<file path="config.mk">
export PLATFORM = sky130hd
export DESIGN_NAME = spi_xfer_queue_flat
export DESIGN_NICKNAME = d
export VERILOG_FILES = /design/src/rtl/spi_pkg.sv /design/src/rtl/spi_xfer_queue_if.sv /design/src/rtl/spi_sync_fifo.sv /design/src/rtl/spi_xfer_queue.sv /design/src/flat_wrapper.sv
export SDC_FILE = /design/constraint.sdc
export NUM_CORES = 1
export LEC_CHECK = 0
export CORE_UTILIZATION = 55
export CTS_CLUSTER_SIZE = 24
export DETAILED_ROUTE_END_ITERATION = 7
export GPL_ROUTABILITY_DRIVEN = 1
export HOLD_SLACK_MARGIN = 0.15
export PLACE_DENSITY_LB_ADDON = 0.2
export REMOVE_ABC_BUFFERS = 1
export SLEW_MARGIN = 20
export SYNTH_ARGS = -nofsm -noshare
export SYNTH_HDL_FRONTEND = slang
export SYNTH_HIERARCHICAL = 1
export SYNTH_SLANG_ARGS = --single-unit
</file>
<file path="constraint.sdc">
create_clock -name clk -period 3.7 [get_ports clk]
set_input_delay 0.74 -clock clk [delete_from_list [all_inputs] [get_ports clk]]
set_output_delay 0.74 -clock clk [all_outputs]
set_load 0.02 [all_outputs]
</file>
<file path="src/rtl/spi_pkg.sv">
// Shared types and helpers for the SPI transfer queue.
package spi_pkg;

  localparam int unsigned DataWidth = 16;

  // Transfer sequencer states.
  typedef enum logic [1:0] {
    StIdle,
    StLaunch,
    StWaitDone,
    StCapture
  } state_e;

  // Occupancy counters need one extra bit to represent "full".
  function automatic int unsigned cnt_width(input int unsigned depth);
    return $clog2(depth) + 1;
  endfunction

endpackage

</file>
<file path="src/rtl/spi_xfer_queue_if.sv">
// Host stream and SPI-master control signals of the transfer queue.
interface spi_xfer_queue_if
  import spi_pkg::*;
#(
  parameter int unsigned DATA_WIDTH = DataWidth
) ();

  // Host TX stream
  logic                  s_valid;
  logic                  s_ready;
  logic [DATA_WIDTH-1:0] s_data;
  // Host RX stream
  logic                  m_valid;
  logic                  m_ready;
  logic [DATA_WIDTH-1:0] m_data;
  // SPI master control
  logic                  spi_start_tx;
  logic [DATA_WIDTH-1:0] spi_tx_data;
  logic                  spi_busy;
  logic                  spi_done;
  logic [DATA_WIDTH-1:0] spi_rx_data;

  // Queue side
  modport slave (
    input  s_valid, s_data, m_ready, spi_busy, spi_done, spi_rx_data,
    output s_ready, m_valid, m_data, spi_start_tx, spi_tx_data
  );

  // Host / SPI-master side
  modport master (
    output s_valid, s_data, m_ready, spi_busy, spi_done, spi_rx_data,
    input  s_ready, m_valid, m_data, spi_start_tx, spi_tx_data
  );

endinterface

</file>
<file path="src/rtl/spi_sync_fifo.sv">
// Synchronous first-word-fall-through FIFO with exact occupancy count.
module spi_sync_fifo
  import spi_pkg::*;
#(
  parameter int unsigned WIDTH = DataWidth,
  parameter int unsigned DEPTH = 16,
  localparam int unsigned CntW = cnt_width(DEPTH),
  localparam int unsigned PtrW = $clog2(DEPTH)
) (
  input  logic             clk,
  input  logic             rst_n,
  input  logic             wr_en_i,
  input  logic [WIDTH-1:0] wr_data_i,
  input  logic             rd_en_i,
  output logic [WIDTH-1:0] rd_data_o,
  output logic             full_o,
  output logic             empty_o,
  output logic [CntW-1:0]  count_o
);

  logic [WIDTH-1:0] mem_q [DEPTH];
  logic [PtrW-1:0]  wr_ptr_q, wr_ptr_d;
  logic [PtrW-1:0]  rd_ptr_q, rd_ptr_d;
  logic [CntW-1:0]  count_q, count_d;

  assign full_o  = (count_q == CntW'(DEPTH));
  assign empty_o = (count_q == '0);
  assign count_o = count_q;
  // Head is forced to zero when empty so the output never shows stale data.
  assign rd_data_o = empty_o ? '0 : mem_q[rd_ptr_q];

  // Pointer and count next-state; pointers wrap naturally at power-of-two depth.
  always_comb begin
    wr_ptr_d = wr_ptr_q;
    rd_ptr_d = rd_ptr_q;
    count_d  = count_q;
    if (wr_en_i) wr_ptr_d = wr_ptr_q + PtrW'(1);
    if (rd_en_i) rd_ptr_d = rd_ptr_q + PtrW'(1);
    unique case ({wr_en_i, rd_en_i})
      2'b10:   count_d = count_q + CntW'(1);
      2'b01:   count_d = count_q - CntW'(1);
      default: count_d = count_q;
    endcase
  end

  // Pointer and count registers.
  always_ff @(posedge clk or negedge rst_n) begin
    if (!rst_n) begin
      wr_ptr_q <= '0;
      rd_ptr_q <= '0;
      count_q  <= '0;
    end else begin
      wr_ptr_q <= wr_ptr_d;
      rd_ptr_q <= rd_ptr_d;
      count_q  <= count_d;
    end
  end

  // Storage array; contents need no reset because empty masks the head.
  always_ff @(posedge clk) begin
    if (wr_en_i) mem_q[wr_ptr_q] <= wr_data_i;
  end

  wr_on_full_a:  assert property (@(posedge clk) disable iff (!rst_n) !(wr_en_i && full_o));
  rd_on_empty_a: assert property (@(posedge clk) disable iff (!rst_n) !(rd_en_i && empty_o));

endmodule

</file>
<file path="src/rtl/spi_xfer_queue.sv">
// Queues host words into SPI transfers and collects the received words,
// with a watchdog that abandons transfers whose completion never arrives.
module spi_xfer_queue
  import spi_pkg::*;
#(
  parameter int unsigned DATA_WIDTH     = DataWidth,
  parameter int unsigned FIFO_DEPTH     = 16,
  parameter int unsigned TIMEOUT_CYCLES = 4096,
  localparam int unsigned CntW = cnt_width(FIFO_DEPTH)
) (
  input  logic            clk,
  input  logic            rst_n,
  spi_xfer_queue_if.slave bus,
  output logic [CntW-1:0] tx_count,
  output logic [CntW-1:0] rx_count,
  output logic            timeout_err,
  output logic            idle
);

  localparam int unsigned WdW = $clog2(TIMEOUT_CYCLES);
  localparam logic [WdW-1:0] WdLast = WdW'(TIMEOUT_CYCLES - 1);

  logic                  tx_full, tx_empty, tx_wr, tx_rd;
  logic [DATA_WIDTH-1:0] tx_head;
  logic                  rx_full, rx_empty, rx_wr, rx_rd;
  logic [DATA_WIDTH-1:0] rx_head;

  state_e                state_q, state_d;
  logic [WdW-1:0]        wd_q, wd_d;
  logic [DATA_WIDTH-1:0] tx_data_q, tx_data_d;
  logic [DATA_WIDTH-1:0] rx_word_q, rx_word_d;
  logic                  start_q, start_d;
  logic                  err_q, err_d;

  // s_ready comes from registered full only, so a full FIFO never takes a push.
  assign tx_wr       = bus.s_valid && !tx_full;
  assign rx_rd       = !rx_empty && bus.m_ready;
  assign bus.s_ready = !tx_full;
  assign bus.m_valid = !rx_empty;
  assign bus.m_data  = rx_head;

  spi_sync_fifo #(
    .WIDTH (DATA_WIDTH),
    .DEPTH (FIFO_DEPTH)
  ) u_tx_fifo (
    .clk       (clk),
    .rst_n     (rst_n),
    .wr_en_i   (tx_wr),
    .wr_data_i (bus.s_data),
    .rd_en_i   (tx_rd),
    .rd_data_o (tx_head),
    .full_o    (tx_full),
    .empty_o   (tx_empty),
    .count_o   (tx_count)
  );

  spi_sync_fifo #(
    .WIDTH (DATA_WIDTH),
    .DEPTH (FIFO_DEPTH)
  ) u_rx_fifo (
    .clk       (clk),
    .rst_n     (rst_n),
    .wr_en_i   (rx_wr),
    .wr_data_i (rx_word_q),
    .rd_en_i   (rx_rd),
    .rd_data_o (rx_head),
    .full_o    (rx_full),
    .empty_o   (rx_empty),
    .count_o   (rx_count)
  );

  // Sequencer next-state: launch, wait for done or watchdog, then capture.
  always_comb begin
    state_d   = state_q;
    wd_d      = wd_q;
    tx_data_d = tx_data_q;
    rx_word_d = rx_word_q;
    start_d   = 1'b0;
    err_d     = err_q;
    tx_rd     = 1'b0;
    rx_wr     = 1'b0;
    unique case (state_q)
      StIdle: begin
        // RX space is reserved up front so a completed word always has a slot.
        if (!tx_empty && !rx_full && !bus.spi_busy) state_d = StLaunch;
      end
      StLaunch: begin
        // Start is registered alongside the data so both reach the master together.
        tx_rd     = 1'b1;
        tx_data_d = tx_head;
        start_d   = 1'b1;
        wd_d      = '0;
        state_d   = StWaitDone;
      end
      StWaitDone: begin
        if (bus.spi_done) begin
          rx_word_d = bus.spi_rx_data;
          state_d   = StCapture;
        end else if (wd_q == WdLast) begin
          err_d   = 1'b1;
          state_d = StIdle;
        end else begin
          wd_d = wd_q + WdW'(1);
        end
      end
      StCapture: begin
        rx_wr   = 1'b1;
        state_d = StIdle;
      end
      default: state_d = StIdle;
    endcase
  end

  // Sequencer, watchdog and SPI-side output registers.
  always_ff @(posedge clk or negedge rst_n) begin
    if (!rst_n) begin
      state_q   <= StIdle;
      wd_q      <= '0;
      tx_data_q <= '0;
      rx_word_q <= '0;
      start_q   <= 1'b0;
      err_q     <= 1'b0;
    end else begin
      state_q   <= state_d;
      wd_q      <= wd_d;
      tx_data_q <= tx_data_d;
      rx_word_q <= rx_word_d;
      start_q   <= start_d;
      err_q     <= err_d;
    end
  end

  assign bus.spi_start_tx = start_q;
  assign bus.spi_tx_data  = tx_data_q;
  assign timeout_err      = err_q;
  assign idle             = (state_q == StIdle) && tx_empty;

endmodule

</file>
<file path="src/flat_wrapper.sv">
// flat-port wrapper written by rule: the top's interface ports become plain ports
module spi_xfer_queue_flat import spi_pkg::*;
#(
  parameter int unsigned DATA_WIDTH     = DataWidth,
  parameter int unsigned FIFO_DEPTH     = 16,
  parameter int unsigned TIMEOUT_CYCLES = 4096,
  localparam int unsigned CntW = cnt_width(FIFO_DEPTH)
)
  (clk, rst_n, tx_count, rx_count, timeout_err, idle, bus_s_valid, bus_s_data, bus_m_ready, bus_spi_busy, bus_spi_done, bus_spi_rx_data, bus_s_ready, bus_m_valid, bus_m_data, bus_spi_start_tx, bus_spi_tx_data);
  spi_xfer_queue_if #(.DATA_WIDTH(DATA_WIDTH)) bus_i ();
  input  logic clk;
  input  logic rst_n;
  output logic [CntW-1:0] tx_count;
  output logic [CntW-1:0] rx_count;
  output logic timeout_err;
  output logic idle;
  input wire logic [$bits(bus_i.s_valid)-1:0] bus_s_valid;
  input wire logic [$bits(bus_i.s_data)-1:0] bus_s_data;
  input wire logic [$bits(bus_i.m_ready)-1:0] bus_m_ready;
  input wire logic [$bits(bus_i.spi_busy)-1:0] bus_spi_busy;
  input wire logic [$bits(bus_i.spi_done)-1:0] bus_spi_done;
  input wire logic [$bits(bus_i.spi_rx_data)-1:0] bus_spi_rx_data;
  output wire logic [$bits(bus_i.s_ready)-1:0] bus_s_ready;
  output wire logic [$bits(bus_i.m_valid)-1:0] bus_m_valid;
  output wire logic [$bits(bus_i.m_data)-1:0] bus_m_data;
  output wire logic [$bits(bus_i.spi_start_tx)-1:0] bus_spi_start_tx;
  output wire logic [$bits(bus_i.spi_tx_data)-1:0] bus_spi_tx_data;
  assign bus_i.s_valid = bus_s_valid;
  assign bus_i.s_data = bus_s_data;
  assign bus_i.m_ready = bus_m_ready;
  assign bus_i.spi_busy = bus_spi_busy;
  assign bus_i.spi_done = bus_spi_done;
  assign bus_i.spi_rx_data = bus_spi_rx_data;
  assign bus_s_ready = bus_i.s_ready;
  assign bus_m_valid = bus_i.m_valid;
  assign bus_m_data = bus_i.m_data;
  assign bus_spi_start_tx = bus_i.spi_start_tx;
  assign bus_spi_tx_data = bus_i.spi_tx_data;
  spi_xfer_queue #(.DATA_WIDTH(DATA_WIDTH), .FIFO_DEPTH(FIFO_DEPTH), .TIMEOUT_CYCLES(TIMEOUT_CYCLES)) u_core (.clk(clk), .rst_n(rst_n), .bus(bus_i), .tx_count(tx_count), .rx_count(rx_count), .timeout_err(timeout_err), .idle(idle));
endmodule
</file>
==> summary.txt, run 1 <==
Synth
  – Ys Warns: 6
  – Synthesis-stage register bit count: 586
  – Gate Count Post-Synth: 1192
  – Post-synth EDFFs: 512
  – Library cells used by synthesis: 60
  – Post-synth top area share: 0.659
  – Synthesized area per cell: 19.6 µm²
  – Top-count cell post-synth: edfxtp_1
  – Top_reg_cell synth: edfxtp_1
  – Sequential area share after synthesis: 0.738
  – FFs w/ async S/R, synth: 0.126
  – Synth area leaders: edfxtp_1 (66%), mux4_2 (12%), dfrtp_1 (7.9%)
  – Post-synth top area cell: edfxtp_1
  – Syn Std Cell Area: 23300 µm²
  – List of most frequent post-synthesis cells: edfxtp_1 (512), mux4_2 (124), nand2_1 (78), dfrtp_1 (74), mux2i_1 (70)

STA
  – Fmax: 0.282 GHz
  – Final period utilization: 0.960
  – Crit path time final: 3.55 ns
  – Number of hold violations in the final report: 0
  – Final setup viols: 0
  – Rel. slew slack: 0.388
  – Final slew viol count: 0
  – RSZ-0062 raised after global routing: false
  – Skew final: 0.0188 ns
  – Slew @ Worst Pin: 0.918 ns
  – Hold_ws: 0.470 ns

Layout
  – Share of layout cells above drive strength 1: 0.252
  – Area grow syn2layout: 15.7%
  – Sequential standard cell area: 17200 µm²
  – Post-route design area: 27000 µm²
  – Filler cells: 2828
  – Nets@finish: 1397
  – Multi-input logic area: 5760 µm²
  – # diodes: 0

Clocking
  – CTS root buffer: clkbuf_16
  – CTS buffer count: 57
  – TritonCTS clock tree: done
  – CTS H-tree lvls: 2
  – Clock sinks: 586
  – Max clock buf depth: 3
  – Clk Latency, worst-skew pair: 0.61 ns
  – Clk slew on worst S/H paths: 0.06 ns

Worst setup path
  – CP peak stage delay: 0.68 ns
  – Crit-path max FO: 18
  – Worst Setup Path Type: reg2out
  – Crit-path cells: buf_12 -> mux4_2 -> mux2i_1 -> o22ai_1 -> clkdlybuf4s50_1
  – Req. time, crit path: 2.96 ns
  – WP data arrival: 2.81 ns
  – Slowest CP cell: clkdlybuf4s50_1
  – Startpoint types: flop
  – Critical Path End Type: primary output
  – R2R setup slack: 0.85 ns

Drt
  – Vias per cell: 6.04
  – Remaining DRCs: 0
  – DR vias: 11634
  – Final WL: 48700 µm
  – WL/cell: 25.3 µm
  – Drt first-iter violations: 874
  – 1st-pass router iterations: 5
  – Final ANT Viol Nets: 0

GRT
  – Initial antenna violation count: 2
  – GRT Util Overall: 0.232
  – Total gr overflow: 0
  – Global-route wire length before repair: 73700 µm
  – Vias in the first global route: 12060
  – Largest net degree at the start of global routing: 41

Placed design
  – IO Port Bufs: 84
  – GP Congestion: 0.782
  – DP Wirelength: 28300 µm
  – Placed Area: 25100 µm²

Job
  – Max Cap Viol: 0

Power
  – Peak VDD IR: 0.616 mV
  – Pleak: 9.21 nW
  – P per Cell Area: 792 nW/µm²

Outcome
  – Status: finished, final reports clean

Worst hold path
  – Hold Path Class: reg2reg

Floorplanning
  – Die height: 208 µm
  – # IOs: 85
  – Rows: 75
  – Die Wd: 208 µm
  – Die ar.: 43300 µm²
  – Initial Utilization: 0.557
  – Core footprint: 41900 µm²
-- layer usage --
layer	vias to the layer above	wire length, µm	track usage
li1	5111	-	-
met1	6077	19800	0.304
met2	345	24800	0.396
met3	99	2660	0.0421
met4	2	1450	0.0759
met5	-	17	0
-- worst paths after layout --
check                                             start                     endpoint  cells after the start
setup reg to reg            u_core/u_rx_fifo/count_o[2]  u_core/u_rx_fifo/count_o[4]                     10
setup / recovery           u_core/u_rx_fifo/rd_ptr_q[0]                bus_m_data[8]                      5
max in group asynchronous                         rst_n    u_core/bus.spi_tx_data[5]                      3
hold reg to reg                      u_core/timeout_err           u_core/timeout_err                      1
min in group asynchronous                         rst_n               u_core/wd_q[1]                      2
hold / removal                       u_core/timeout_err           u_core/timeout_err                      1
-- flip-flops by register name (all words and copies together) (netlist names) --
signal,cells
u_core/u_rx_fifo/mem_q,256
u_core/u_tx_fifo/mem_q,256
u_core/bus.spi_tx_data,16
u_core/rx_word_q,16
u_core/wd_q,12
u_core/u_rx_fifo/count_o,5
u_core/u_tx_fifo/count_o,5
u_core/u_rx_fifo/rd_ptr_q,4
u_core/u_rx_fifo/wr_ptr_q,4
u_core/u_tx_fifo/rd_ptr_q,4
u_core/u_tx_fifo/wr_ptr_q,4
u_core/state_q,2
u_core/bus.spi_start_tx,1
u_core/timeout_err,1
-- cell usage in the layout, fill, tap and decap left out, types with 6 or more instances in the layout --
cell type,synthesis,layout
a21oi_1,7,7
buf_4,8,61
clkbuf_16,0,59
clkdlybuf4s50_1,0,83
clkinv_1,0,12
clkinv_2,0,17
dfrtp_1,74,68
edfxtp_1,512,512
ha_1,19,19
inv_1,14,14
mux2_2,21,21
mux2i_1,70,70
mux4_2,124,124
nand2_1,78,78
nand2b_1,9,9
nand3_1,16,16
nor2_1,35,11
nor2_2,0,24
nor3_2,0,8
nor4_1,6,6
o21ai_0,14,14
o22ai_1,33,33
xnor2_1,14,14
xor2_1,6,6
-- worst max-delay path, delay by kind of cell (launching register included) --
family,cells,cell delay (ns)
buffers and inverters,2,0.88
DFF,1,0.56
muxes,2,0.42
AOI/OAI and AO/OA,1,0.34
-- area by class of cell --
cell class / instances / area share
Tap cell: 539 / 0.0250
Timing Repair Buffer: 152 / 0.0526
Inverter: 14 / 0.00195
Multi-Input combinational cell: 529 / 0.213
Sequential cell: 586 / 0.638
Clock buffer: 67 / 0.0569
Clock inverter: 40 / 0.0121
-- logic make-up after synthesis --
logic type      Yosys count  share of synthesized area
flops                   586                      0.738
buf+inv                  77                     0.0199
xor+xnor                 20                    0.00750
mux                     215                      0.160
simple gates            193                     0.0412
fa+ha+maj                19                     0.0102
compound gates           82                     0.0235
-- timing repair --
item                                    4_1_cts  5_1_grt
cloned                                        0        0
endpoints found under the setup margin       12       14
pin swaps                                     0        0
hold buffers                                  1        0
resized for setup                             0        2
endpoints found under the hold margin         7        0
buffers inserted                              1        3
-- through the flow --
stage / total power [mW] / setup TNS (ns) / util / setup WS (ns) / std cells
finish: 21.4 / 0 / 0.644 / 0.149 / 1927
global route: 22.4 / 0 / 0.644 / 0.0523 / 1927
CTS: 21.6 / 0 / 0.643 / 0.0227 / 1924
detailed placement: 15.9 / 0 / 0.598 / 0.540 / 1815
global placement: 15.7 / 0 / 0.598 / 0.580 / 1815
floorplan: 13.5 / -10.17 / - / -0.625 / 1129
-- where the power goes --
group          total, mW  internal (mW)  switching (mW)
clock network       5.70           3.30            2.39
registers           9.42           8.38            1.03
logic               6.29           3.11            3.18
total               21.4           14.8            6.61
Power figures use the tool's default switching activity.
==> run 2, diff against run 1 <==
==> constraint.sdc (replaced) <==
create_clock -name clk -period 3.3 [get_ports clk]
set_input_delay 0.66 -clock clk [delete_from_list [all_inputs] [get_ports clk]]
set_output_delay 0.66 -clock clk [all_outputs]
set_load 0.02 [all_outputs]
==> run 2 against run 1 <==
  * First-iteration DRC count fell by 0.69%
  * Final cell count rose by 0.73%
  * Critical path depth rose by 1
  * Largest cell class unchanged
==> summary.txt, run 2 (synthesis results as in run 1) <==
Floorplanning
  – Die Wd: 208 µm
  – # IOs: 85
  – Core footprint: 41900 µm²
  – Die height: 208 µm
  – Die ar.: 43300 µm²
  – Initial Utilization: 0.557
  – Rows: 75

Clocking
  – Clk Latency, worst-skew pair: 0.61 ns
  – CTS H-tree lvls: 2
  – Clk slew on worst S/H paths: 0.06 ns
  – TritonCTS clock tree: done
  – Clock sinks: 586
  – Max clock buf depth: 3
  – CTS root buffer: clkbuf_16
  – CTS buffer count: 57

STA
  – Slew @ Worst Pin: 0.802 ns
  – Final period utilization: 0.972
  – Skew final: 0.0154 ns
  – Rel. slew slack: 0.466
  – Final slew viol count: 0
  – Final setup viols: 0
  – Fmax: 0.312 GHz
  – Crit path time final: 3.21 ns
  – Number of hold violations in the final report: 0
  – Hold_ws: 0.464 ns
  – RSZ-0062 raised after global routing: true

Worst setup path
  – Worst Setup Path Type: reg2out
  – Crit-path cells: buf_4 -> buf_12 -> mux4_2 -> mux2i_2 -> o22ai_1 -> dlygate4sd2_1
  – Crit-path max FO: 11
  – Startpoint types: flop
  – WP data arrival: 2.55 ns
  – CP peak stage delay: 0.51 ns
  – Critical Path End Type: primary output
  – Req. time, crit path: 2.64 ns
  – CP bufs+invs: 3
  – Crit-path leading delay family: multiplexers
  – Slowest CP cell: mux4_2

Power
  – Overall power: 24.0 mW
  – P per Cell Area: 883 nW/µm²
  – Pleak: 9.33 nW
  – Peak VDD IR: 0.671 mV

Job
  – Max Cap Viol: 0

Placed design
  – DP Wirelength: 27600 µm
  – GP Congestion: 0.783
  – IO Port Bufs: 84

Drt
  – Final WL: 47100 µm
  – Drt first-iter violations: 868
  – Final ANT Viol Nets: 0
  – 1st-pass router iterations: 5
  – WL/cell: 24.3 µm
  – DR vias: 11563
  – Vias per cell: 5.96
  – Remaining DRCs: 0

GRT
  – Global-route wire length before repair: 71500 µm
  – Total gr overflow: 0
  – GRT Util Overall: 0.223
  – Largest net degree at the start of global routing: 43
  – Vias in the first global route: 11869
  – Initial antenna violation count: 2

Layout
  – Most common cell after layout, fill and taps aside: edfxtp_1
  – Share of layout cells above drive strength 1: 0.258
  – Area grow syn2layout: 16.7%
  – Nets@finish: 1409
  – Commonest non-fill, non-tap cells in the layout: edfxtp_1 (512), mux4_2 (124), nand2_1 (78)
  – Largest registers: u_core/u_rx_fifo/mem_q (256), u_core/u_tx_fifo/mem_q (256)

Outcome
  – Status: finished, final reports clean

Worst hold path
  – Hold Path Class: reg2reg
## run 2: layout make-up
type / instances / area [µm²]
Tap cell: 539 / 674
Multi-Input combinational cell: 529 / 5780
Sequential cell: 586 / 17200
Timing Repair Buffer: 164 / 1650
Clock inverter: 30 / 269
Fill cell: 2804 / 14700
Clock buffer: 78 / 1580
Inverter: 14 / 52.6
Antenna cell: 1 / 2.50
## run 2: power by group
part	internal [mW]	switching, mW	total [mW]
combinational	3.60	3.59	7.19
sequential	9.40	1.13	10.5
clock	3.65	2.67	6.33
## run 2: worst paths after layout
kind	startpoint	end	slack [ns]	cells after the start
setup reg to reg	u_core/u_rx_fifo/count_o[1]	u_core/u_rx_fifo/count_o[4]	0.58	10
setup / recovery	u_core/u_rx_fifo/rd_ptr_q[0]	bus_m_data[13]	0.09	6
hold / removal	u_core/timeout_err	u_core/timeout_err	0.46	1
max in group asynchronous	rst_n	u_core/u_tx_fifo/rd_ptr_q[0]	2.07	3
min in group asynchronous	rst_n	u_core/u_tx_fifo/count_o[0]	0.55	2
hold reg to reg	u_core/timeout_err	u_core/timeout_err	0.46	1
## run 2: per-layer routing
layer  vias to the layer above  wire [µm]  GRT usage
met3                        80       2610     0.0444
met4                         2        995     0.0608
li1                       5135          -          -
met5                         -         17          0
met1                      6029      19000      0.288
met2                       317      24500      0.388
## run 2: timing repair
item | CTS | global route
endpoints found under the hold margin | 32 | 0
setup endpoints to repair | 16 | 12
cloned | 1 | 2
resized for setup | 22 | 14
setup buffers | 3 | 4
hold buffers | 1 | 0
## run 2: metrics by stage
| step | util | cell area, µm² | cells | setup slack [ns] | TNS (ns) |
|---|---|---|---|---|---|
| 3_5_place_dp | 0.601 | 25200 | 1822 | 0.319 | 0 |
| 3_3_place_gp | 0.601 | 25200 | 1822 | 0.317 | 0 |
| 5_1_grt | 0.649 | 27200 | 1940 | -0.0217 | -0.0702 |
| 4_1_cts | 0.647 | 27100 | 1935 | -0.166 | -0.395 |
| 6_report | 0.649 | 27200 | 1941 | 0.0909 | 0 |
| 2_1_floorplan | - | 22900 | 1129 | -0.945 | -21.98 |
==> run 3, diff against run 2 <==
--- a/config.mk
+++ b/config.mk
@@ -5,7 +5,7 @@
 export SDC_FILE = /design/constraint.sdc
 export NUM_CORES = 1
 export LEC_CHECK = 0
-export CORE_UTILIZATION = 55
+export CORE_UTILIZATION = 61
 export CTS_CLUSTER_SIZE = 24
 export DETAILED_ROUTE_END_ITERATION = 7
 export GPL_ROUTABILITY_DRIVEN = 1
==> constraint.sdc (replaced) <==
create_clock -name clk -period 3.3 [get_ports clk]
set_input_delay 0.66 -clock clk [delete_from_list [all_inputs] [get_ports clk]]
set_output_delay 0.66 -clock clk [all_outputs]
set_load 0.05 [all_outputs]
==> run 3 against run 2 <==
  * Core utilization increased by 6.4 points
  * Critical path type unchanged
  * Largest power group unchanged
  * Sequential share of layout area is 0.83 points higher
  * Sequential cell count unchanged
  * Critical path depth shrank 1
  * Clock skew grew 0.0069 ns
  * Count of clock-buffer cells in the layout decreased by 3
  * Worst hold slack worse by 0.27 ns
  * Worst setup slack better by 0.038 ns
==> summary.txt, run 3 (synthesis results as in run 1) <==
Drt
  – WL/cell: 25.0 µm
  – Final ANT Viol Nets: 0
  – Vias per cell: 6.14
  – DR vias: 11620
  – 1st-pass router iterations: 5
  – Drt first-iter violations: 806
  – Final WL: 47300 µm
  – Remaining DRCs: 0

Placed design
  – GP Congestion: 0.781
  – Pre-CTS setup slack: 0.184 ns
  – Number of cells after detailed placement: 1786
  – DP Wirelength: 27200 µm
  – IO Port Bufs: 84

Floorplanning
  – Initial Utilization: 0.620
  – Die ar.: 39100 µm²
  – Rows: 71
  – Core footprint: 37700 µm²
  – Die height: 198 µm
  – # IOs: 85
  – Die Wd: 198 µm

Layout
  – Final Non-Filler Cells: 1893
  – Largest registers: u_core/u_rx_fifo/mem_q (256), u_core/u_tx_fifo/mem_q (256)
  – Commonest non-fill, non-tap cells in the layout: edfxtp_1 (512), mux4_2 (124), nand2_1 (78)
  – Sequential standard cell area: 17200 µm²
  – # diodes: 0
  – Nets@finish: 1393
  – Share of layout cells above drive strength 1: 0.256
  – Filler cells: 2301
  – Most common cell after layout, fill and taps aside: edfxtp_1
  – Area grow syn2layout: 15.2%
  – Multi-input logic area: 5750 µm²

GRT
  – Vias in the first global route: 12025
  – Total gr overflow: 0
  – Global-route wire length before repair: 72200 µm
  – GRT Util Overall: 0.256
  – Initial antenna violation count: 2
  – Largest net degree at the start of global routing: 70

Clocking
  – Max clock buf depth: 3
  – CTS H-tree lvls: 2
  – Clock sinks: 586
  – Clk Latency, worst-skew pair: 0.60 ns
  – CTS buffer count: 56
  – TritonCTS clock tree: done
  – CTS root buffer: clkbuf_16
  – Clk slew on worst S/H paths: 0.06 ns
  – Hold Buf Count CTS: 0

Worst setup path
  – Req. time, crit path: 2.64 ns
  – Startpoint types: flop
  – WP data arrival: 2.51 ns
  – Crit-path max FO: 17
  – Reg2reg path depth: 11
  – Reg-to-Reg End: u_core/u_tx_fifo/count_o[4]
  – Critical Path End Type: primary output
  – Worst Setup Path Type: reg2out
  – Worst R2R Start: u_core/u_tx_fifo/count_o[1]
  – R2R setup slack: 0.31 ns

STA
  – Number of hold violations in the final report: 0
  – Final slew viol count: 0
  – Worst Slack Setup Final: 0.129 ns
  – Final setup viols: 0
  – Final period utilization: 0.961
  – Final TNS setup: 0 ns
  – Skew final: 0.0222 ns
  – Slew @ Worst Pin: 0.963 ns
  – RSZ-0062 raised after global routing: false
  – Rel. slew slack: 0.358
  – Crit path time final: 3.17 ns
  – Hold_ws: 0.197 ns
  – Fmax: 0.315 GHz

Outcome
  – Status: finished, final reports clean

Power
  – Pleak: 9.18 nW
  – P per Cell Area: 917 nW/µm²
  – Peak VDD IR: 0.613 mV

Worst hold path
  – Hold Path Class: in2async

Job
  – Max Cap Viol: 0
run 3: per-stage QoR:
| stage | util | area [µm²] | power, mW |
|---|---|---|---|
| final | 0.714 | 26900 | 24.7 |
| after detailed placement | 0.665 | 25000 | 18.5 |
| after floorplan | - | 22900 | 15.9 |
| after CTS | 0.714 | 26900 | 24.9 |
| after global routing | 0.714 | 26900 | 25.7 |
| after global placement | 0.665 | 25000 | 18.3 |
run 3: worst max-delay path by stage:
stage	startpoint	end	slack (ns)	cells after the start
floorplan	u_core/u_rx_fifo/rd_ptr_q[0]	bus_m_data[0]	-1.35	3
global placement	bus_s_valid	u_core/u_tx_fifo/count_o[4]	0.27	10
detailed placement	bus_s_valid	u_core/u_tx_fifo/count_o[4]	0.18	10
CTS	u_core/u_rx_fifo/rd_ptr_q[0]	bus_m_data[14]	0.08	5
global route	u_core/u_rx_fifo/count_o[2]	bus_m_data[1]	0.003	6
finish	u_core/u_rx_fifo/rd_ptr_q[1]	bus_m_data[1]	0.13	5
run 3: per-layer routing:
layer | track usage | wire length [µm] | vias to the layer above
met2 | 0.446 | 24900 | 387
met5 | 0 | 23 | -
met4 | 0.0835 | 1360 | 4
met3 | 0.0417 | 2650 | 97
li1 | - | - | 5099
met1 | 0.329 | 18400 | 6033
run 3: cell type report:
class | count | share of cell area
flip-flops and latches | 586 | 0.641
repair buffers | 149 | 0.0513
clock buffers | 75 | 0.0567
inverters | 14 | 0.00195
multi-input cells | 529 | 0.214
clock inverters | 29 | 0.0112
well taps | 511 | 0.0238
run 3: where the power goes:
group          total, mW  internal [mW]  leakage, nW  switching [mW]
Clock               6.33           3.70        0.879            2.63
Combinational       7.85           3.42         2.77            4.44
Sequential          10.5           9.40         5.53            1.09
run 3: repair_timing:
item | CTS | global route
endpoints found under the setup margin | 7 | 0
gates resized for setup | 1 | 0
buffers inserted | 3 | 0
run 3: worst max-delay path, cell delays in order, from the launching register on:
cell and delay (ns):
dfrtp_2 0.60, buf_4 0.36, mux4_2 0.36, mux2i_1 0.18, o22ai_1 0.17, buf_4 0.23
